==> config.mk <==
export PLATFORM = sky130hd
export DESIGN_NAME = key_filter
export DESIGN_NICKNAME = d
export VERILOG_FILES = /design/src/rtl/key_filter.sv
export SDC_FILE = /design/constraint.sdc
export NUM_CORES = 1
export LEC_CHECK = 0
export BUFFER_PORTS_ARGS = -buffer_cell sky130_fd_sc_hd__buf_2
export CORE_UTILIZATION = 60
export CTS_BUF_LIST = sky130_fd_sc_hd__clkbuf_4
export DETAILED_ROUTE_END_ITERATION = 10
export PLACE_DENSITY = 0.83
export SLEW_MARGIN = 0
export SYNTH_ARGS = -nofsm -noshare
export SYNTH_HDL_FRONTEND = slang
export SYNTH_SLANG_ARGS = --single-unit
export TNS_END_PERCENT = 100
==> constraint.sdc <==
create_clock -name clk -period 4.3 [get_ports clk]
set_input_delay 0.215 -clock clk [delete_from_list [all_inputs] [get_ports clk]]
set_output_delay 0.215 -clock clk [all_outputs]
set_load 0.005 [all_outputs]
==> src/rtl/key_filter.sv <==
// Debounced push-button reader: 2-flop synchroniser, bounce filter FSM, press/release/long pulses.
// Optional auto-repeat of key_flag after a long press is enabled by defining KEY_REPEAT_EN.
module key_filter #(
  parameter logic [31:0] CNT_MAX    = 32'd999_999,
  parameter logic [31:0] LONG_MAX   = 32'd49_999_999,
  parameter logic [31:0] REPEAT_MAX = 32'd9_999_999,
  parameter logic        KEY_ACTIVE = 1'b0
) (
  input  logic clk,
  input  logic rst,
  input  logic key_in,
  output logic key_flag,
  output logic key_release,
  output logic key_long,
  output logic key_state
);

  typedef enum logic [1:0] {
    IDLE           = 2'd0,
    PRESS_FILTER   = 2'd1,
    DOWN           = 2'd2,
    RELEASE_FILTER = 2'd3
  } state_t;

  state_t      state_q, state_d;
  logic        sync1_q, sync1_d;
  logic        sync2_q, sync2_d;
  logic [31:0] cnt_q, cnt_d;
  logic [31:0] hold_cnt_q, hold_cnt_d;
  logic        long_done_q, long_done_d;
  logic        key_flag_q, key_flag_d;
  logic        key_release_q, key_release_d;
  logic        key_long_q, key_long_d;
  logic        key_state_q, key_state_d;
  logic        key_s;
`ifdef KEY_REPEAT_EN
  logic [31:0] rep_cnt_q, rep_cnt_d;
`endif

  assign key_s       = (sync2_q == KEY_ACTIVE);
  assign key_flag    = key_flag_q;
  assign key_release = key_release_q;
  assign key_long    = key_long_q;
  assign key_state   = key_state_q;

  // Next-state, counter and pulse computation for the debounce FSM.
  always_comb begin
    sync1_d       = key_in;
    sync2_d       = sync1_q;
    state_d       = state_q;
    cnt_d         = cnt_q;
    hold_cnt_d    = hold_cnt_q;
    long_done_d   = long_done_q;
    key_flag_d    = 1'b0;
    key_release_d = 1'b0;
    key_long_d    = 1'b0;
    key_state_d   = key_state_q;
`ifdef KEY_REPEAT_EN
    rep_cnt_d     = rep_cnt_q;
`endif
    case (state_q)
      IDLE: begin
`ifdef KEY_REPEAT_EN
        rep_cnt_d = 32'd0;
`endif
        cnt_d = 32'd0;
        if (key_s) begin
          state_d = PRESS_FILTER;
        end else begin
          state_d = IDLE;
        end
      end
      PRESS_FILTER: begin
        if (!key_s) begin
          state_d = IDLE;
          cnt_d   = 32'd0;
        end else if (cnt_q == CNT_MAX) begin
          state_d     = DOWN;
          key_flag_d  = 1'b1;
          key_state_d = 1'b1;
          hold_cnt_d  = 32'd0;
          long_done_d = 1'b0;
        end else begin
          cnt_d = cnt_q + 32'd1;
        end
      end
      DOWN: begin
        if (!key_s) begin
          state_d = RELEASE_FILTER;
          cnt_d   = 32'd0;
        end else begin
          state_d = DOWN;
        end
        // Hold timing runs on every DOWN cycle, so a release edge cannot swallow key_long.
        if (!long_done_q) begin
          if (hold_cnt_q == LONG_MAX) begin
            key_long_d  = 1'b1;
            long_done_d = 1'b1;
`ifdef KEY_REPEAT_EN
            rep_cnt_d   = 32'd0;
`endif
          end else begin
            hold_cnt_d = hold_cnt_q + 32'd1;
          end
        end else begin
`ifdef KEY_REPEAT_EN
          if (rep_cnt_q == REPEAT_MAX) begin
            key_flag_d = 1'b1;
            rep_cnt_d  = 32'd0;
          end else begin
            rep_cnt_d = rep_cnt_q + 32'd1;
          end
`else
          hold_cnt_d = hold_cnt_q;
`endif
        end
      end
      RELEASE_FILTER: begin
        if (key_s) begin
          state_d = DOWN;
        end else if (cnt_q == CNT_MAX) begin
          state_d       = IDLE;
          key_release_d = 1'b1;
          key_state_d   = 1'b0;
          hold_cnt_d    = 32'd0;
          long_done_d   = 1'b0;
        end else begin
          cnt_d = cnt_q + 32'd1;
        end
      end
      default: begin
        state_d     = IDLE;
        cnt_d       = 32'd0;
        hold_cnt_d  = 32'd0;
        long_done_d = 1'b0;
        key_state_d = 1'b0;
      end
    endcase
  end

  // State register; synchroniser resets to the released level to avoid a spurious press.
  always_ff @(posedge clk) begin
    if (rst) begin
      sync1_q       <= ~KEY_ACTIVE;
      sync2_q       <= ~KEY_ACTIVE;
      state_q       <= IDLE;
      cnt_q         <= 32'd0;
      hold_cnt_q    <= 32'd0;
      long_done_q   <= 1'b0;
      key_flag_q    <= 1'b0;
      key_release_q <= 1'b0;
      key_long_q    <= 1'b0;
      key_state_q   <= 1'b0;
`ifdef KEY_REPEAT_EN
      rep_cnt_q     <= 32'd0;
`endif
    end else begin
      sync1_q       <= sync1_d;
      sync2_q       <= sync2_d;
      state_q       <= state_d;
      cnt_q         <= cnt_d;
      hold_cnt_q    <= hold_cnt_d;
      long_done_q   <= long_done_d;
      key_flag_q    <= key_flag_d;
      key_release_q <= key_release_d;
      key_long_q    <= key_long_d;
      key_state_q   <= key_state_d;
`ifdef KEY_REPEAT_EN
      rep_cnt_q     <= rep_cnt_d;
`endif
    end
  end

endmodule

; Word level (Yosys, flattened, before mapping)
; Cells that the tools add are included.
[op_classes]
n_mux = 30
n_eq_ne = 14
n_reduce_logical = 11
n_bitwise = 4
add_sub_neg = 2
[op_table]
columns = op, n
row1 = 32-bit 2-to-1 mux, 9
row2 = 32-bit case mux with 4 select lines, 1
row3 = 32-bit case mux with 3 select lines, 1
row4 = "32-bit by 1-bit adder with 32-bit output, second input constant", 2
row5 = "32-bit by 20-bit == test with 1-bit output, second input constant", 1
row6 = "32-bit by 26-bit == test with 1-bit output, second input constant", 1
row7 = "2-bit != test, second input constant", 7
row8 = 1-bit 2-to-1 mux, 12
row9 = 5-bit AND reduction, 2
row10 = 3-bit OR reduction, 3
row11 = 2-bit 2-to-1 mux, 4
row12 = 2-bit case mux with 4 select lines, 1
row13 = "3-bit != test, second input constant", 2
row14 = "2-bit == test, second input constant", 2
row15 = 1-bit inverter, 4
row16 = 2-bit AND reduction, 2
row17 = 1-bit case mux with 3 select lines, 1
row18 = 3-bit AND reduction, 1
row19 = 3-bit nonzero test, 1
row20 = "2-bit by 1-bit == test with 1-bit output, second input constant", 1
row21 = 2-bit zero test, 1
row22 = 1-bit case mux with 2 select lines, 1
row23 = 2-bit nonzero test, 1
[totals]
inputBits = 3
output_inout_bits = 4
ff_bits = 73

; Logic depth before layout (Yosys ltp)
; Gate-level depths: netlist (run 1).
[depth]
ltp_word = 4
ltp_mapped = 9
ltp_nobuf = 7

; Least setup slack after synthesis (run 1)
; Ideal clock, no wire load.
[synth_timing]
path_kind = register to register
from = register cnt_q[0]
to = register hold_cnt_q[18]
stages_incl_launch_ff = 10
arrival_ns = 2.176
path_slack_ns = 2.054
t_required_ns = 4.229
path_cell_list = dfxtp_1 > ha_1 > nand3_1 > nand4b_1 > nor4_4 > buf_6 > o211ai_4 > buf_6 > or4_1 > a21oi_1
[synth_between]
elab_chain_cells = 4
[synth_lines]
columns = element, line
row1 = "start, declared", 28  ; logic [31:0] cnt_q, cnt_d;
row2 = "start signal, assigned", 161  ; cnt_q <= cnt_d;
row3 = 32-bit by 20-bit == test with 1-bit output (*), "77, 121"
row4 = 32-bit 2-to-1 mux (*), --
row5 = "32-bit 2-to-1 mux, on equally long branches", --
row6 = 32-bit case mux with 3 select lines (*), --
row7 = "end signal, assigned", 162  ; hold_cnt_q <= hold_cnt_d;
row8 = "end, declared", 29  ; logic [31:0] hold_cnt_q, hold_cnt_d;
; Every way passes the cells marked *; elsewhere a longest branch is shown, timed or not. The select of a mux whose other input is x is not followed.
; A chain may end at the register's enable or synchronous reset.

; Worst setup path after layout (run 1)
[layout_timing]
from = register cnt_q[0]
to = register hold_cnt_q[31]
; The elaborated chain is that of the path after synthesis.

==> out/summary.txt, run 1 <==
XOR/XNOR share of the synthesized area -> 0.0819
Final Worst Setup Slack -> 1.31 ns
Pre-Repair DR Iteration Count -> 4
CTS clock-pin slew for the worst setup and hold paths -> 0.13 ns
DP Wirelength -> 4470 µm
I/O pins -> 7
Crit path max-delay cell type -> nor4_4
Post-synth top cells -> dfxtp_1, nor2_1, a21oi_1, nand2_1
Req. time, crit path -> 4.64 ns
DRT antenna net count -> 0
Setup crit start kind -> flip-flop
Post-cts hold buffer count -> 1
Finished Core Util -> 0.667
Vias per cell -> 5.99
Max FO, Critical Path -> 13
WP data arrival -> 3.32 ns
Register area share after synthesis -> 0.427
Synth top area cells -> dfxtp_1, xor2_1, nor2_1, or3_1, a21oi_1
Post CTS Setup Buffer Count -> 0
Fin. max-slew vios -> 0
Most used DFF post-synth -> dfxtp_1
Compound-gate portion of the synthesized area -> 0.128
Async set or reset register ratio after synthesis -> 0
Gate power share -> 0.012
Final setup fails -> 0
Critical path, cell by cell -> ha_1 -> nand3_1 -> nand4b_1 -> nor4_4 -> o2111ai_1 -> or3_1 -> a21oi_1
Crit path launch -> cnt_q[0]
Number of synthesized flops with an enable pin -> 0
Layout cell share with drive strength beyond 1 -> 0.0840
Pre-CTS setup slack -> 1.38 ns
Clk buf depth -> 2
CTS root buffer -> clkbuf_4
DRT iter0 DRCs -> 124
Worst slew pin tran -> 0.962 ns
Pint -> 987 µW
Leakage Power -> 0.00117 µW
Clk_lat worst skew -> 0.42 ns
Detailed Route WL -> 6650 µm
Initial antenna violation count -> 0
GPL Wtd Cong -> 0.826
Sw frac -> 0.211
RSZ-0062 raised after global routing -> false
FF+latch count, synth -> 73
H-tree levels -> 3
Flop pwr share -> 0.544
Sw power -> 263 µW
Worst vdd ir -> 0.257 mV
Area Overhead vs Synth -> 7.24%
Synth Area in Simple Gates -> 0.316
GR Overflow Total -> 0
Final Hold Fails -> 0
Part of the power in the clock network -> 0.444
MaxCap Viol Count -> 0
Status -> completed
Cell count after synthesis -> 397
Worst Setup End Kind -> flip-flop
Vias -> 2855
First-pass GRT wire length -> 11600 µm
CTS tree -> yes
Unique masters post-synth -> 44
# diodes -> 0
Tcrit/Tclk final -> 0.695
Total negative slack -> 0 ns
Clock Sinks -> 73
Syn_area_per_cell -> 8.62 µm²
Largest net degree at the start of global routing -> 32
Number of global-route vias before repair -> 2685
Post-Synth Adder-Cell Area -> 0.00731
PD cells -> 340 mW/mm²
Synthesized area -> 0.00342 mm²
Die height -> 77.5 µm
Fmax -> 0.335 GHz
Crit-path max cell delay -> 0.60 ns
Core Region -> 0.00551 mm²
Wire per inst -> 13.9 µm
Post-CTS sizing -> 0
FF-to-FF Start -> cnt_q[0]
Clock Skews -> 0.0219 ns
Num rows -> 27
Mapped Nets -> 402
CTS buffer count -> 9
Starting Density -> 0.622
Nets -> 405
Multiplexer area fraction after synthesis -> 0.00585
Syn. warnings -> 0
Crit Path Class -> reg2reg
Slew margin rel. -> 0.359
Fillers -> 438
Area share of the largest cell type after synthesis -> 0.427
Synth area leader -> dfxtp_1
Port bufs -> 6
Die Width -> 77.5 µm
Most common cell in the netlist -> dfxtp_1
Post-route DRC -> 0
Hold path startpoint -> rst
Largest family of logic cells by synthesized area -> simple AND/OR/NAND/NOR gates
Tmin final -> 2.99 ns
Total Power -> 1250 µW
Gr usage total -> 0.238
Tightest Hold Check Type -> in2reg
Die footprint -> 0.00601 mm²
-- per-stage QoR --
step / cell area [µm²] / hold slack, ns / std cells
after global placement: 3470 / 0.391 / 460
after floorplan: 3420 / 0.319 / 397
final: 3670 / 0.117 / 477
after CTS: 3670 / 0.104 / 477
after detailed placement: 3470 / 0.402 / 460
after global routing: 3670 / 0.143 / 477
-- cells by family after synthesis --
group	after synthesis
fa+ha+maj	2
simple gates	188
buf+inv	26
flops	73
mux	2
compound gates	74
xor+xnor	32
-- registers in the layout, summed over array words and instances, names as in the netlist, named ones only --
register,count
hold_cnt_q,32
sync2_q,1
cnt_q,32
long_done_q,1
key_release,1
state_q,1
key_long,1
key_flag,1
sync1_q,1
key_state,1
-- layout by cell type, fill, tap and decap left out, drive strengths merged, types with 3 or more instances in the layout --
master and n:
buf 6, clkinv 3, dfxtp 73, clkbuf 10
or4 8, xor2 23, o31ai 5, nor4 9
nand2b 3, xnor2 9, inv 11, o21ai 25
nor4b 5, o211ai 8, and4 6, nand4 14
nand2 29, o2111ai 4, or2 3, a21oi 29
and3 9, bufinv 3, nand3 20, or3 24
nor2 42, nor3 9
-- layer usage --
layer	track usage	part of all wire	vias to the layer above
met5	0	0	-
met4	0.126	0.015	0
met3	0.0329	0.032	10
met2	0.394	0.46	44
met1	0.300	0.49	1351
li1	-	-	1450
-- final cells by class --
type / instances / area, µm² / area share
clock buffer: 10 / 75.1 / 0.0204
sequential: 73 / 1460 / 0.398
clock inverter: 6 / 116 / 0.0317
inverter: 11 / 41.3 / 0.0112
timing repair buffer: 7 / 40.0 / 0.0109
multi-input combinational: 298 / 1850 / 0.503
tap: 72 / 90.1 / 0.0245
-- critical path, delay by kind of cell (launching register included) --
kind / cells / cell delay, ns
flip-flops: 1 / 0.41
adder cells (fa/ha/maj): 1 / 0.21
AND/OR/NAND/NOR: 4 / 1.66
AO/OA/AOI/OAI: 2 / 0.64
-- worst paths after layout --
kind	cells after the start	slack, ns	end
setup reg to reg	7	1.31	hold_cnt_q[31]
hold / removal	2	0.12	long_done_q
setup / recovery	7	1.31	hold_cnt_q[31]
hold reg to reg	1	0.43	sync2_q
-- power groups by stage --
stage	Sequential, µW	Combinational, µW	Clock, µW
2_1_floorplan	695	9.81	0
3_3_place_gp	695	13.6	0
3_5_place_dp	695	14.0	0
4_1_cts	680	14.6	564
5_1_grt	680	16.7	592
6_report	680	14.6	555
No activity file was read; power rests on OpenSTA's default activity.
==> inputs of run 2 (changes only) <==
Settings changed: ABC_AREA set to 1, CORE_UTILIZATION 60 to 59, PLACE_DENSITY 0.83 to 0.84.
Clock period 4.3 ns to 2.53 ns, I/O delays scaled along.
==> run 2 against run 1 <==
Effect of this change: setup slack got worse by 1.0 ns; highest routed layer unchanged; clock power rose by 38%; largest power group unchanged; via count rose by 58%; sequential share of layout area fell by 8.4 points.
==> out/summary.txt, run 2 <==
WP data arrival -> 2.54 ns (was 3.32 ns)
Sw frac -> 0.241 (was 0.211)
Multiplexer area fraction after synthesis -> 0 (was 0.00585)
Clock Skews -> 0.0255 ns (was 0.0219 ns)
Max FO, Critical Path -> 19 (was 13)
Number of synthesized flops with an enable pin -> 0 (unchanged)
Port bufs -> 6 (unchanged)
Clock Sinks -> 73 (unchanged)
Cell count after synthesis -> 720 (was 397)
CTS clock-pin slew for the worst setup and hold paths -> 0.12 ns (was 0.13 ns)
Area share of the largest cell type after synthesis -> 0.332 (was 0.427)
Post-route DRC -> 0 (unchanged)
Area Overhead vs Synth -> 5.74% (was 7.24%)
Most frequent cells in the layout -> nand2_1, nor2_1, inv_1 (was dfxtp_1, nor2_1, nand2_1, a21oi_1)
Synth Area in Simple Gates -> 0.433 (was 0.316)
Unique masters post-synth -> 30 (was 44)
I/O pins -> 7 (unchanged)
Part of the power in the clock network -> 0.394 (was 0.444)
Nets -> 732 (was 405)
Vias per cell -> 5.43 (was 5.99)
PD cells -> 417 mW/mm² (was 340 mW/mm²)
Synth area leader -> dfxtp_1 (unchanged)
XOR/XNOR share of the synthesized area -> 0.0458 (was 0.0819)
Fin. max-slew vios -> 0 (unchanged)
Clk_lat worst skew -> 0.45 ns (was 0.42 ns)
Register area share after synthesis -> 0.332 (was 0.427)
Layout cell share with drive strength beyond 1 -> 0.0792 (was 0.0840)
Post-Synth Adder-Cell Area -> 0.00569 (was 0.00731)
# diodes -> 0 (unchanged)
Compound-gate portion of the synthesized area -> 0.0972 (was 0.128)
Syn. warnings -> 0 (unchanged)
Pre-Repair DR Iteration Count -> 5 (was 4)
Vias -> 4513 (was 2855)
DP Wirelength -> 7800 µm (was 4470 µm)
FF+latch count, synth -> 73 (unchanged)
Critical path, cell by cell -> ha_1 -> nand2_2 -> nor2_2 -> nand2_1 -> nor2_2 -> nand3_2 -> nand2_2 -> nand3_2 -> buf_4 -> nand2_1 -> a21oi_2 (was ha_1 -> nand3_1 -> nand4b_1 -> nor4_4 -> o2111ai_1 -> or3_1 -> a21oi_1)
Req. time, crit path -> 2.85 ns (was 4.64 ns)
GPL Wtd Cong -> 0.971 (was 0.826)
Fmax -> 0.449 GHz (was 0.335 GHz)
Final Hold Fails -> 0 (unchanged)
Crit Path Class -> reg2reg (unchanged)
Num rows -> 31 (was 27)
CTS tree -> yes (unchanged)
Post-synth top cells -> nand2_1, nor2_1, inv_1 (was dfxtp_1, nor2_1, a21oi_1, nand2_1)
Wire per inst -> 12.8 µm (was 13.9 µm)
Flop pwr share -> 0.594 (was 0.544)
H-tree levels -> 3 (unchanged)
Post-layout instance area -> 0.00465 mm² (was 0.00367 mm²)
GR Overflow Total -> 0 (unchanged)
Crit path max-delay cell type -> dfxtp_1 (was nor4_4)
CTS root buffer -> clkbuf_4 (unchanged)
Die height -> 88.4 µm (was 77.5 µm)
Detailed Route WL -> 10600 µm (was 6650 µm)
Worst slew pin tran -> 0.715 ns (was 0.962 ns)
Crit-path max cell delay -> 0.38 ns (was 0.60 ns)
Most common cell after layout, fill and taps aside -> nand2_1 (was dfxtp_1)
RSZ-0062 raised after global routing -> false (unchanged)
Pint -> 1470 µW (was 987 µW)
Die footprint -> 0.00781 mm² (was 0.00601 mm²)
Worst Setup End Kind -> flip-flop (unchanged)
Die Width -> 88.4 µm (was 77.5 µm)
Final setup fails -> 0 (unchanged)
Total negative slack -> 0 ns (unchanged)
Cell Area, Placed -> 0.00450 mm² (was 0.00347 mm²)
Top flop regs -> cnt_q: 32 flops, hold_cnt_q: 32 flops (unchanged)
Starting Density -> 0.610 (was 0.622)
Fillers -> 669 (was 438)
Slew margin rel. -> 0.520 (was 0.359)
Tightest Hold Check Type -> in2reg (unchanged)
Core Region -> 0.00721 mm² (was 0.00551 mm²)
Worst vdd ir -> 0.303 mV (was 0.257 mV)
Gate power share -> 0.011 (was 0.012)
Largest net degree at the start of global routing -> 41 (was 32)
Register-to-Register Path Depth -> 11 (was 7)
DRT iter0 DRCs -> 431 (was 124)
Async set or reset register ratio after synthesis -> 0 (unchanged)
Hold Path Depth -> 4 (was 2)
Status -> completed (unchanged)
Initial antenna violation count -> 0 (unchanged)
Multi-input logic area -> 0.00256 mm² (was 0.00185 mm²)
CTS buffer count -> 9 (unchanged)
Syn_area_per_cell -> 6.11 µm² (was 8.62 µm²)
Synth top area cells -> dfxtp_1, nand2_1, nor2_1, inv_1, a21oi_1 (was dfxtp_1, xor2_1, nor2_1, or3_1, a21oi_1)
Total Power -> 1940 µW (was 1250 µW)
MaxCap Viol Count -> 0 (unchanged)
Final Worst Setup Slack -> 0.305 ns (was 1.31 ns)
Setup crit start kind -> flip-flop (unchanged)
Pre-CTS setup slack -> 0.311 ns (was 1.38 ns)
DRT antenna net count -> 0 (unchanged)
Largest family of logic cells by synthesized area -> simple AND/OR/NAND/NOR gates (unchanged)
Leakage Power -> 0.00148 µW (was 0.00117 µW)
First-pass GRT wire length -> 17500 µm (was 11600 µm)
Sw power -> 468 µW (was 263 µW)
Fin Hold WS -> 0.0142 ns (was 0.117 ns)
Register area -> 0.00146 mm² (unchanged)
Tcrit/Tclk final -> 0.879 (was 0.695)
Mapped Nets -> 725 (was 402)
Synthesized area -> 0.00440 mm² (was 0.00342 mm²)
Most common cell in the netlist -> nand2_1 (was dfxtp_1)
Number of global-route vias before repair -> 3803 (was 2685)
Gr usage total -> 0.288 (was 0.238)
Tmin final -> 2.22 ns (was 2.99 ns)
Clk buf depth -> 2 (unchanged)
Post-CTS sizing -> 0 (unchanged)
Most used DFF post-synth -> dfxtp_1 (unchanged)
-- run 2: cell types whose count changed after synthesis, moves of 6 or more --
| cell | change |
|---|---|
| xor2_1 | -6 |
| a21oi_2 | +10 |
| nor3_1 | +10 |
| or4_1 | -8 |
| or3_1 | -24 |
| o211ai_1 | -6 |
| a21oi_1 | +13 |
| nand2_1 | +184 |
| and3_1 | -9 |
| nand2_2 | +7 |
| and4_1 | -6 |
| inv_1 | +64 |
| nand3_1 | +20 |
| nor2_1 | +99 |
-- run 2: metal layers --
layer	GRT usage	part of all wire
met2	0.429	0.43
met4	0.120	0.020
met3	0.0364	0.070
met1	0.420	0.48
met5	0	0
-- run 2: power by group through the flow --
stage	Sequential, µW	Clock (µW)	Combinational (µW)
2_1_floorplan	1180	0	14.2
3_3_place_gp	1180	0	20.8
3_5_place_dp	1180	0	21.0
4_1_cts	1150	773	22.2
5_1_grt	1150	821	24.2
6_report	1150	765	22.3
-- run 2: critical path, delay by kind of cell (launching register included) --
| kind | cells | cell delay (ns) |
|---|---|---|
| AO/OA/AOI/OAI | 1 | 0.05 |
| adder cells (fa/ha/maj) | 1 | 0.19 |
| AND/OR/NAND/NOR | 8 | 1.12 |
| buffers and inverters | 1 | 0.33 |
| flip-flops | 1 | 0.38 |
-- run 2: cell type report --
cell class	instances	area share
tap	99	0.0266
clock inverter	6	0.0145
timing repair buffer	11	0.0151
sequential	73	0.314
multi-input combinational	553	0.550
clock buffer	10	0.0161
inverter	79	0.0637
-- run 2: path summary, 6_finish.rpt --
kind / to / startpoint / slack (ns)
max: hold_cnt_q[27] / cnt_q[0] / 0.31
min: flip-flop / rst / 0.01
max reg2reg: hold_cnt_q[27] / cnt_q[0] / 0.31
min reg2reg: sync2_q / sync1_q / 0.45
-- run 2: logic make-up after synthesis --
family,after synthesis
AO/OA/AOI/OAI,76
buffers and inverters,94
AND/OR/NAND/NOR,452
adder cells (fa/ha/maj),2
flip-flops,73
XOR/XNOR,23
-- run 2: through the flow --
step                      utilization  instances
after floorplan                     -        720
after global placement          0.624        814
after detailed placement        0.624        814
after CTS                       0.645        831
after global routing            0.645        831
final                           0.645        831
-- run 2: timing repair --
action / CTS / global route
hold buffers: 1 / 0
buffers inserted: 0 / 0
endpoints found under the hold margin: 1 / 0
==> inputs of run 3 (changes only) <==
Settings changed: SETUP_SLACK_MARGIN set to 0.4.
==> run 3 against run 2 <==
Effect of this change: count of clock-buffer cells in the layout unchanged; largest power group unchanged; sequential share of layout area decreased by 0.77 points; highest routed layer unchanged; maximum frequency up 11%; utilization up 1.7 points; total power is essentially flat.
==> out/summary.txt, run 3 (synthesized netlist as in run 2, its figures left out) <==
RSZ-0062 raised after global routing -> true (was false)
Crit path max-delay cell type -> dfxtp_1 (unchanged)
CTS tree -> yes (unchanged)
Tmin final -> 2.00 ns (was 2.22 ns)
Crit-path max cell delay -> 0.42 ns (was 0.38 ns)
Critical path, cell by cell -> ha_1 -> nand2_1 -> nor3_1 -> nand2_1 -> nand3_4 -> buf_4 -> nand2_1 -> a21oi_2 (was ha_1 -> nand2_2 -> nor2_2 -> nand2_1 -> nor2_2 -> nand3_2 -> nand2_2 -> nand3_2 -> buf_4 -> nand2_1 -> a21oi_2)
Slew margin rel. -> 0.526 (was 0.520)
Total Power -> 1940 µW (about the same)
Starting Density -> 0.610 (unchanged)
Global Route met1 Usage -> 0.417 (was 0.420)
Die Width -> 88.4 µm (unchanged)
Clock Sinks -> 73 (unchanged)
Status -> completed (unchanged)
Met3 Use GR -> 0.0364 (unchanged)
Final setup fails -> 0 (unchanged)
Register area -> 0.00146 mm² (about the same)
Fillers -> 647 (was 669)
Die height -> 88.4 µm (unchanged)
Num rows -> 31 (unchanged)
H-tree levels -> 3 (unchanged)
CTS buffer count -> 9 (unchanged)
Fin Hold WS -> 0.00921 ns (was 0.0142 ns)
DRT antenna net count -> 0 (unchanged)
Worst Setup End Kind -> flip-flop (unchanged)
Final Hold Fails -> 0 (unchanged)
Area Overhead vs Synth -> 8.58% (was 5.74%)
First-pass GRT wire length -> 17500 µm (about the same)
Gr usage total -> 0.289 (was 0.288)
Total negative slack -> 0 ns (unchanged)
Fmax -> 0.500 GHz (was 0.449 GHz)
Fin. max-slew vios -> 0 (unchanged)
Clock Skews -> 0.0250 ns (was 0.0255 ns)
Core Region -> 0.00721 mm² (unchanged)
Leakage Power -> 0.00154 µW (was 0.00148 µW)
Most frequent cells in the layout -> nand2_1, nor2_1, inv_1 (unchanged)
CTS root buffer -> clkbuf_4 (unchanged)
Worst vdd ir -> 0.303 mV (about the same)
Delay-heaviest family, CP -> simple AND/OR/NAND/NOR gates (unchanged)
Max FO, Critical Path -> 15 (was 19)
Tcrit/Tclk final -> 0.790 (was 0.879)
Die footprint -> 0.00781 mm² (unchanged)
Wire per inst -> 13.5 µm (was 12.8 µm)
Initial antenna violation count -> 0 (unchanged)
Worst path most repeated cell -> nand2_1
PD cells -> 406 mW/mm² (was 417 mW/mm²)
Number of global-route vias before repair -> 3815 (was 3803)
Detailed Route WL -> 11300 µm (was 10600 µm)
Layout cell share with drive strength beyond 1 -> 0.0958 (was 0.0792)
Top flop regs -> cnt_q: 32 flops, hold_cnt_q: 32 flops (unchanged)
Crit Path Class -> reg2reg (unchanged)
Met2 Resource Use GR -> 0.434 (was 0.429)
DRT iter0 DRCs -> 486 (was 431)
Tightest Hold Check Type -> in2reg (unchanged)
WP data arrival -> 2.37 ns (was 2.54 ns)
I/O pins -> 7 (unchanged)
# placed instances -> 814 (unchanged)
Post-route DRC -> 0 (unchanged)
Worst slew pin tran -> 0.706 ns (was 0.715 ns)
WP buf/inv -> 1 (unchanged)
MaxCap Viol Count -> 0 (unchanged)
Clk buf depth -> 2 (unchanged)
Setup crit start kind -> flip-flop (unchanged)
Port bufs -> 6 (unchanged)
Most common cell after layout, fill and taps aside -> nand2_1 (unchanged)
Largest net degree at the start of global routing -> 41 (unchanged)
Nets -> 741 (was 732)
Req. time, crit path -> 2.90 ns (was 2.85 ns)
Vias per cell -> 5.56 (was 5.43)
Clk_lat worst skew -> 0.45 ns (about the same)
CTS clock-pin slew for the worst setup and hold paths -> 0.12 ns (about the same)
Vias -> 4670 (was 4513)
GR Overflow Total -> 0 (unchanged)
DP Wirelength -> 7800 µm (unchanged)
Final Instance Count excl. Fillers -> 840 (was 831)
Pre-Repair DR Iteration Count -> 5 (unchanged)
# diodes -> 0 (unchanged)
GPL Wtd Cong -> 0.971 (unchanged)
Gr busiest metal -> met2 (unchanged)
Multi-input logic area -> 0.00258 mm² (was 0.00256 mm²)
-- run 3: cell count changes in the layout (fill, tap and decap cells not counted), sizes merged --
cell and change:
clkbuf +1, buf +8
-- run 3: path summary, 6_finish.rpt --
kind,from,to,slack [ns],depth (start not counted)
min reg2reg,sync1_q,sync2_q,0.45,1
max,hold_cnt_q[0],hold_cnt_q[27],0.53,8
min,rst,flip-flop,0.009,4
max reg2reg,hold_cnt_q[0],hold_cnt_q[27],0.53,8
-- run 3: area by class of cell --
cell class,instances,area share
Sequential cell,73,0.306
Timing Repair Buffer,20,0.0351
Tap cell,99,0.0259
Inverter,79,0.0620
Multi-Input combinational cell,553,0.541
Clock inverter,6,0.0141
Clock buffer,10,0.0157
-- run 3: through the flow --
step | cell area (µm²) | worst slack, ns | util
after floorplan | 4400 | 0.871 | -
after global placement | 4500 | 0.429 | 0.624
after detailed placement | 4500 | 0.311 | 0.624
after CTS | 4660 | 0.461 | 0.646
after global routing | 4780 | 0.375 | 0.663
final | 4780 | 0.531 | 0.663
-- run 3: power by group --
| group | switching, µW | internal, µW | leakage [µW] |
|---|---|---|---|
| combinational | 17.1 | 5.53 | 0.000874 |
| sequential | 2.39 | 1150 | 0.000589 |
| clock | 451 | 316 | 0.0000746 |
| total | 470 | 1470 | 0.00154 |
-- run 3: timing repair --
item	in CTS	in global routing
endpoints found under the hold margin	1	0
gates resized for setup	1	9
gates cloned	0	1
pin swaps	0	2
hold buffers	1	0
endpoints found under the setup margin	15	43
buffers inserted	0	8
-- run 3: metal layers --
metal	share of wire	wire length (µm)	vias up
met3	0.084	952	21
met2	0.44	4950	237
met1	0.46	5190	2110
li1	-	-	2302
met5	0	0	-
met4	0.018	204	0
-- run 3: tightest hold or removal path, cell delays in order --
cell and delay, ns:
buf_2 0.09, inv_1 0.07, o21ai_0 0.09, a21oi_1 0.04
